File: config.mk
export PLATFORM = sky130hd
export DESIGN_NAME = hilo_mdu
export DESIGN_NICKNAME = d
export VERILOG_FILES = /design/src/rtl/hilo_mdu_pkg.sv /design/src/rtl/hilo_mdu.sv
export SDC_FILE = /design/constraint.sdc
export NUM_CORES = 1
export LEC_CHECK = 0
export CAP_MARGIN = 25
export CORE_MARGIN = 2
export CORE_UTILIZATION = 45
export CTS_CLUSTER_DIAMETER = 120
export CTS_CLUSTER_SIZE = 8
export DETAILED_ROUTE_END_ITERATION = 10
export DONT_BUFFER_PORTS = 1
export PLACE_DENSITY_LB_ADDON = 0.3
export SYNTH_ARGS = -nofsm -noshare
export SYNTH_HDL_FRONTEND = slang
export SYNTH_SLANG_ARGS = --single-unit
export TNS_END_PERCENT = 50
File: constraint.sdc
create_clock -name clk -period 8.75 [get_ports clk]
set_input_delay 2.1875 -clock clk [delete_from_list [all_inputs] [get_ports clk]]
set_output_delay 2.1875 -clock clk [all_outputs]
set_load 0.03 [all_outputs]
File: src/rtl/hilo_mdu_pkg.sv
// Shared definitions for the HI/LO multiply-divide unit and the ALU that
// consumes its results.
package hilo_mdu_pkg;

  typedef enum logic [1:0] {
    MDU_MULTU = 2'd0,
    MDU_DIVU  = 2'd1
  } mdu_op_e;

  typedef enum logic {
    ST_IDLE = 1'b0,
    ST_RUN  = 1'b1
  } mdu_state_e;

  typedef enum logic [3:0] {
    ALU_ADD  = 4'd0,
    ALU_SUB  = 4'd1,
    ALU_AND  = 4'd2,
    ALU_OR   = 4'd3,
    ALU_XOR  = 4'd4,
    ALU_SLT  = 4'd5,
    ALU_MFHI = 4'd6,
    ALU_MFLO = 4'd7
  } alu_fn_e;

endpackage

File: src/rtl/hilo_mdu.sv
// Iterative unsigned multiply/divide that owns the architectural HI/LO pair.
// Each operation takes WIDTH cycles: one result bit per cycle.
//
// state   | meaning
// ST_IDLE | HI/LO writable via mthi/mtlo, waiting for an accepted start
// ST_RUN  | iterating; HI/LO frozen, partial result in ph_q/pl_q
module hilo_mdu
  import hilo_mdu_pkg::*;
#(
  parameter int WIDTH = 32
) (
  input  logic             clk,
  input  logic             reset,
  input  logic             start,
  input  logic [1:0]       op,
  input  logic [WIDTH-1:0] a,
  input  logic [WIDTH-1:0] b,
  input  logic             mthi,
  input  logic             mtlo,
  input  logic [WIDTH-1:0] wdata,
  output logic             busy,
  output logic             done,
  output logic [WIDTH-1:0] hi,
  output logic [WIDTH-1:0] lo
);

  localparam int CW = $clog2(WIDTH) + 1;
  localparam logic [CW-1:0] LAST = CW'(WIDTH - 1);

  mdu_state_e       state_q, state_d;
  mdu_op_e          op_q, op_d;
  logic [CW-1:0]    cnt_q, cnt_d;
  logic [WIDTH-1:0] opnd_q, opnd_d;
  logic [WIDTH-1:0] ph_q, ph_d;
  logic [WIDTH-1:0] pl_q, pl_d;
  logic [WIDTH-1:0] hi_q, hi_d;
  logic [WIDTH-1:0] lo_q, lo_d;
  logic             done_q, done_d;

  logic             accept;
  logic [WIDTH:0]   mul_sum;
  logic [WIDTH:0]   div_shift;
  logic             div_ge;
  logic [WIDTH-1:0] div_rem;
  logic [WIDTH-1:0] step_hi, step_lo;

  assign accept = (state_q == ST_IDLE) && start &&
                  ((op == MDU_MULTU) || (op == MDU_DIVU));

  // Multiply: ph/pl hold {accumulator, remaining multiplier bits}.
  // Divide:   ph/pl hold {partial remainder, dividend shifting into quotient}.
  always_comb begin
    mul_sum   = {1'b0, ph_q} + (pl_q[0] ? {1'b0, opnd_q} : '0);
    div_shift = {ph_q, pl_q[WIDTH-1]};
    div_ge    = (div_shift >= {1'b0, opnd_q});
    div_rem   = div_ge ? WIDTH'(div_shift - {1'b0, opnd_q}) : div_shift[WIDTH-1:0];
    if (op_q == MDU_MULTU) begin
      {step_hi, step_lo} = {mul_sum, pl_q[WIDTH-1:1]};
    end else begin
      step_hi = div_rem;
      step_lo = {pl_q[WIDTH-2:0], div_ge};
    end
  end

  always_comb begin
    state_d = state_q;
    op_d    = op_q;
    cnt_d   = cnt_q;
    opnd_d  = opnd_q;
    ph_d    = ph_q;
    pl_d    = pl_q;
    hi_d    = hi_q;
    lo_d    = lo_q;
    done_d  = 1'b0;
    case (state_q)
      ST_IDLE: begin
        if (accept) begin
          state_d = ST_RUN;
          op_d    = mdu_op_e'(op);
          cnt_d   = '0;
          ph_d    = '0;
          opnd_d  = (op == MDU_MULTU) ? a : b;
          pl_d    = (op == MDU_MULTU) ? b : a;
        end else begin
          if (mthi) hi_d = wdata;
          if (mtlo) lo_d = wdata;
        end
      end
      ST_RUN: begin
        ph_d  = step_hi;
        pl_d  = step_lo;
        cnt_d = cnt_q + 1'b1;
        if (cnt_q == LAST) begin
          state_d = ST_IDLE;
          hi_d    = step_hi;
          lo_d    = step_lo;
          done_d  = 1'b1;
        end
      end
      default: state_d = ST_IDLE;
    endcase
  end

  always_ff @(posedge clk or posedge reset) begin
    if (reset) begin
      state_q <= ST_IDLE;
      op_q    <= MDU_MULTU;
      cnt_q   <= '0;
      opnd_q  <= '0;
      ph_q    <= '0;
      pl_q    <= '0;
      hi_q    <= '0;
      lo_q    <= '0;
      done_q  <= 1'b0;
    end else begin
      state_q <= state_d;
      op_q    <= op_d;
      cnt_q   <= cnt_d;
      opnd_q  <= opnd_d;
      ph_q    <= ph_d;
      pl_q    <= pl_d;
      hi_q    <= hi_d;
      lo_q    <= lo_d;
      done_q  <= done_d;
    end
  end

  assign busy = (state_q == ST_RUN);
  assign done = done_q;
  assign hi   = hi_q;
  assign lo   = lo_q;

endmodule

After elaboration in Yosys (flattened, before gate mapping) --
Cells that the tools add are included.
Storage, ports and cells: input bits 103, register bits 170
Cells by class: bitwise gates (word level) 1, mux-type cells 25, order comparisons 1, $add $sub $neg 3, equality and inequality tests 7, reduce and logical (&&, ||, !) cells 8
Operators by type and width (count):
- $mux 32 | 14
- $pmux 32 s2 | 4
- $add 32x32->33 | 1
- $ge 33x32->1 | 1
- $sub 32x32->32 | 1
- $pmux 6 s2 | 1
- $ne 2x2->1 const B | 4
- $add 6x1->6 const B | 1
- $eq 6x5->1 const B | 1
- $mux 6 | 1
- $reduce_and 3->1 | 2
- $logic_not 2->1 | 2
- $mux 1 | 4
- $eq 2x1->1 const B | 1
- $logic_and 1x1->1 | 2
- $ne 2x1->1 const B | 1
- $pmux 1 s2 | 1
- $reduce_and 2->1 | 1
- $logic_or 1x1->1 | 1
- $not 1->1 | 1

Longest topological paths before layout --
depth in word-level cells 5, gate-level depth with buffers 13, gate-level depth less buffers 13

Worst setup path before layout --
Ideal clock, no wire load.
kind input to register, from in op[1], to reg hi_q[1], in the netlist hi[1], cell stages on the path 8, setup time 118 ps, path slack 4862 ps, data required time 8632 ps, arrival 3770 ps, cell sequence nand2b_1 > and2_1 > clkbuf_1 > o22ai_1 > clkbuf_1 > clkbuf_1 > o21ai_0 > a21o_1
Between the ends: longest elaborated chain between the ends 5
RTL lines:
- from (decl) | RTL line hilo_mdu.sv:15 | input logic [1:0] op,
- $eq 2x1->1 or $logic_not 2->1 (tied branches) | RTL line hilo_mdu.sv:48 | ((op == MDU_MULTU) || (op == MDU_DIVU));
- $logic_or 1x1->1 * | RTL line hilo_mdu.sv:48
- $logic_and 1x1->1 * | RTL line hilo_mdu.sv:47 | assign accept = (state_q == ST_IDLE) && start &&
- $ne 2x2->1 (no line) *
- $reduce_and 3->1 (no line) *
- to (signal assigned) | RTL line hilo_mdu.sv:122 | hi_q <= hi_d;
- to (decl) | RTL line hilo_mdu.sv:36 | logic [WIDTH-1:0] hi_q, hi_d;
Every way passes the cells marked *; elsewhere a longest branch is shown, timed or not. A chain may end at the register's enable or synchronous reset.

Worst setup path after layout --
from reg state_q, in the netlist busy, to out busy
RTL lines:
- from (decl) | RTL line hilo_mdu.sv:30 | mdu_state_e state_q, state_d;
- from (signal assigned) | RTL line hilo_mdu.sv:116 | state_q <= state_d;
- to (decl) | RTL line hilo_mdu.sv:21 | output logic busy,
No word-level cell between the ends.

==> impl_metrics.json <==
{
  "drv_cap": 0,
  "syn_inst": 1560,
  "path_class": "reg -> out",
  "rsz0062_at_grt": "false",
  "register_area_um2": 4260,
  "cp-end-kind": "primary output",
  "antenna_cells": 0,
  "synth.area.mux_share_pct": 6.12,
  "synth_compound_area_share_pct": 25.0,
  "drt-met1-wl_um": 17900,
  "setup_violations": 0,
  "cts-root-buf": "clkbuf_16",
  "cts_hold_buffers": 0,
  "worstSetupStartpointType": "flip-flop",
  "clockBufferDepth": 2,
  "ios": 169,
  "wl_met3_um": 3470,
  "die_w_um": 170,
  "holdPathStages": 1,
  "synth_top_family_by_area": "compound AO/OA/AOI/OAI gates",
  "fin_skew_ns": 0.0161,
  "multi_input_area_um2": 7630,
  "status": "finished, final reports clean",
  "fin_setup_tns_ns": 0,
  "ys_async_sr_fraction_pct": 100,
  "core_um2": 27000,
  "min-delay-start": "cnt_q[5]$_DFFE_PP0P_",
  "drt_first_pass_iters": 5,
  "synth_seq_area_share_pct": 34.2,
  "initial_core_util_pct": 46.0,
  "grt_max_degree": 100,
  "syn_to_final_growth_pct": 6.79,
  "antenna_found_initial": 0,
  "ys_warn_count": 0,
  "top_layer_used": "met4",
  "grt_usage_pct": 27.1,
  "drc": 0,
  "grt_pass1_wl_um": 61200,
  "postCtsSetupBuffers": 0,
  "h-tree-depth": 4,
  "synthXorXnorAreaFrac_pct": 3.24,
  "synth_enable_flop_cells": 0,
  "slew_headroom_pct": 30.7,
  "syn_avg_cell_area_um2": 7.97,
  "critPathMaxFanout": 90,
  "fp.dieH_um": 170,
  "numCtsBuffers": 17,
  "critPathArrivalTime_ns": 2.07,
  "fill_cells": 2633,
  "grt_remaining_overflow": 0,
  "synth-simple-area-share_pct": 19.7,
  "cts_tree": "done",
  "rr_worst_depth": 11,
  "hold_end": "cnt_q[5]$_DFFE_PP0P_",
  "rr_startpoint": "opnd_q[27]$_DFFE_PP0P_",
  "finalNetCount": 1666,
  "dieArea_um2": 29000,
  "io_buffer_count": 0,
  "max_freq_mhz": 235,
  "vias": 11473,
  "route.final.wire_length_um": 38800,
  "min_period_ns": 4.26,
  "netlist_area_um2": 12400,
  "path_cells": "buf_4",
  "grt_pass1_vias": 10645,
  "viasPerCell": 6.20,
  "wl_met2_um": 16800,
  "worstSkewPairLatency_ns": 0.45,
  "clk_pin_slew_ns": 0.07,
  "slew_violations": 0,
  "synth_ff_type": "dfrtp_1",
  "critical_path.top_delay_family": "flip-flops",
  "slowest_stage": "dfrtp_4",
  "synthAdderAreaFrac_pct": 6.86,
  "drive_gt1_share_pct": 7.02,
  "cp.required_ns": 6.56,
  "antenna_left": 0,
  "routedWlPerCell_um": 21.0,
  "dr.first_iter.drc_count": 817,
  "synth_cell_type_count": 77,
  "dp_hpwl_um": 28800,
  "cts.repair.resized": 0,
  "worst-path-buf-inv": 1,
  "hold_path_class": "reg -> reg",
  "ff2ff_setup_slack_ns": 4.70,
  "ys_seq_elements": 170,
  "syn-num-nets": 1730,
  "period_share_pct": 48.6,
  "slowest_delay_ns": 0.80,
  "gp_congestion": 0.929,
  "rows": 60,
  "clock_sinks": 170,
  "worst_pin_slew_ns": 1.04,
  "hold_viol": 0,
  "reg2reg_to": "ph_q[22]$_DFFE_PP0P_"
}
-- area by class of cell --
| cell class | instances | share of cell area [%] |
|---|---|---|
| tap | 341 | 3.21 |
| multi-input combinational | 1235 | 57.5 |
| inverter | 57 | 1.65 |
| clock buffer | 18 | 3.31 |
| clock inverter | 14 | 1.16 |
| timing repair buffer | 15 | 1.15 |
| sequential | 170 | 32.1 |
-- flip-flops by register name, summed over array words and instances (netlist names) --
signal and count:
opnd_q 32, hi 32, busy 1, op_q 2, cnt_q 6, done 1
lo 32, pl_q 32, ph_q 32
-- synthesized netlist by cell type (5+ instances only) --
cell type  count  share of area, %
a221o_1        6              0.48
o22ai_1        5              0.25
a21boi_0       7              0.42
mux2i_1       40               3.2
o21ai_0      210               8.4
xnor2_1       29               2.0
nor2_1        69               2.1
nand4_1       12              0.60
o31ai_1        8              0.48
or2_2          5              0.25
and3_1        18              0.91
a22o_1        11              0.77
inv_1         56               1.7
nor3b_1        5              0.30
buf_2         10              0.40
mux2_2        31               2.8
ha_1          65               6.5
nor4_1         5              0.25
nand2_1      269               8.1
or3_1         10              0.50
o21ai_1       28               1.1
buf_1          9              0.27
o21a_1         6              0.36
clkbuf_1      76               2.3
dfrtp_1      170                34
a31oi_1       29               1.5
and2_1        41               2.1
nor3_1        12              0.48
a21oi_1       92               3.7
a211oi_1       8              0.48
nand2b_1       7              0.35
nand3_1       65               2.6
xor2_1        17               1.2
a21o_1        39               2.4
o21bai_1       9              0.54
o211ai_1       9              0.54
-- layer usage --
metal	vias to the layer above	GRT usage, %
met1	5485	40.0
met4	0	6.21
met3	49	5.84
met2	487	40.4
met5	-	0
li1	5452	-
-- how the worst max path moves through the flow --
stage                              start                  to  depth (start not counted)
final                     busy$_DFF_PP0_                busy                          1
after global routing      busy$_DFF_PP0_                busy                          1
after CTS                          op[1]  hi[22]$_DFFE_PP0P_                          8
after detailed placement           op[1]  hi[22]$_DFFE_PP0P_                          8
after global placement             op[1]  hi[22]$_DFFE_PP0P_                          8
after floorplan                    reset      busy$_DFF_PP0_                          1
-- cells by family (layout without fill, tap and decap cells) --
| family | Yosys count | after routing |
|---|---|---|
| simple gates | 537 | 537 |
| compound gates | 513 | 513 |
| xor+xnor | 46 | 46 |
| buf+inv | 155 | 104 |
| mux | 72 | 72 |
| fa+ha+maj | 67 | 67 |
| flops | 170 | 170 |
-- stage by stage --
stage / instances / area, µm² / util (%) / worst slack (ns) / hold WS, ns
3_5_place_dp: 1816 / 12600 / 46.8 / 4.02 / 0.495
3_3_place_gp: 1816 / 12600 / 46.8 / 4.10 / 0.490
5_1_grt: 1850 / 13300 / 49.1 / 4.38 / 0.535
6_report: 1850 / 13300 / 49.1 / 4.49 / 0.506
2_1_floorplan: 1560 / 12400 / - / 1.96 / 0.453
4_1_cts: 1848 / 13200 / 48.9 / 4.45 / 0.510
-- cell usage in the layout, fill, tap and decap left out, types with 12 or more instances in the layout --
cell type and instances:
buf_4 13, nand4_1 12, mux2i_1 40, clkbuf_16 17, a21oi_1 92, nand3_1 65, o21ai_0 210, a31oi_1 29
inv_1 55, xor2_1 17, ha_1 65, and2_1 40, and3_1 18, xnor2_1 29, nor2_1 66, nor3_1 12
o21ai_1 28, nand2_1 269, mux2_2 31, dfrtp_1 169, a21o_1 39
Power is not shown: default switching activity piles up to over one toggle a cycle in this logic, so the estimate is an artifact.
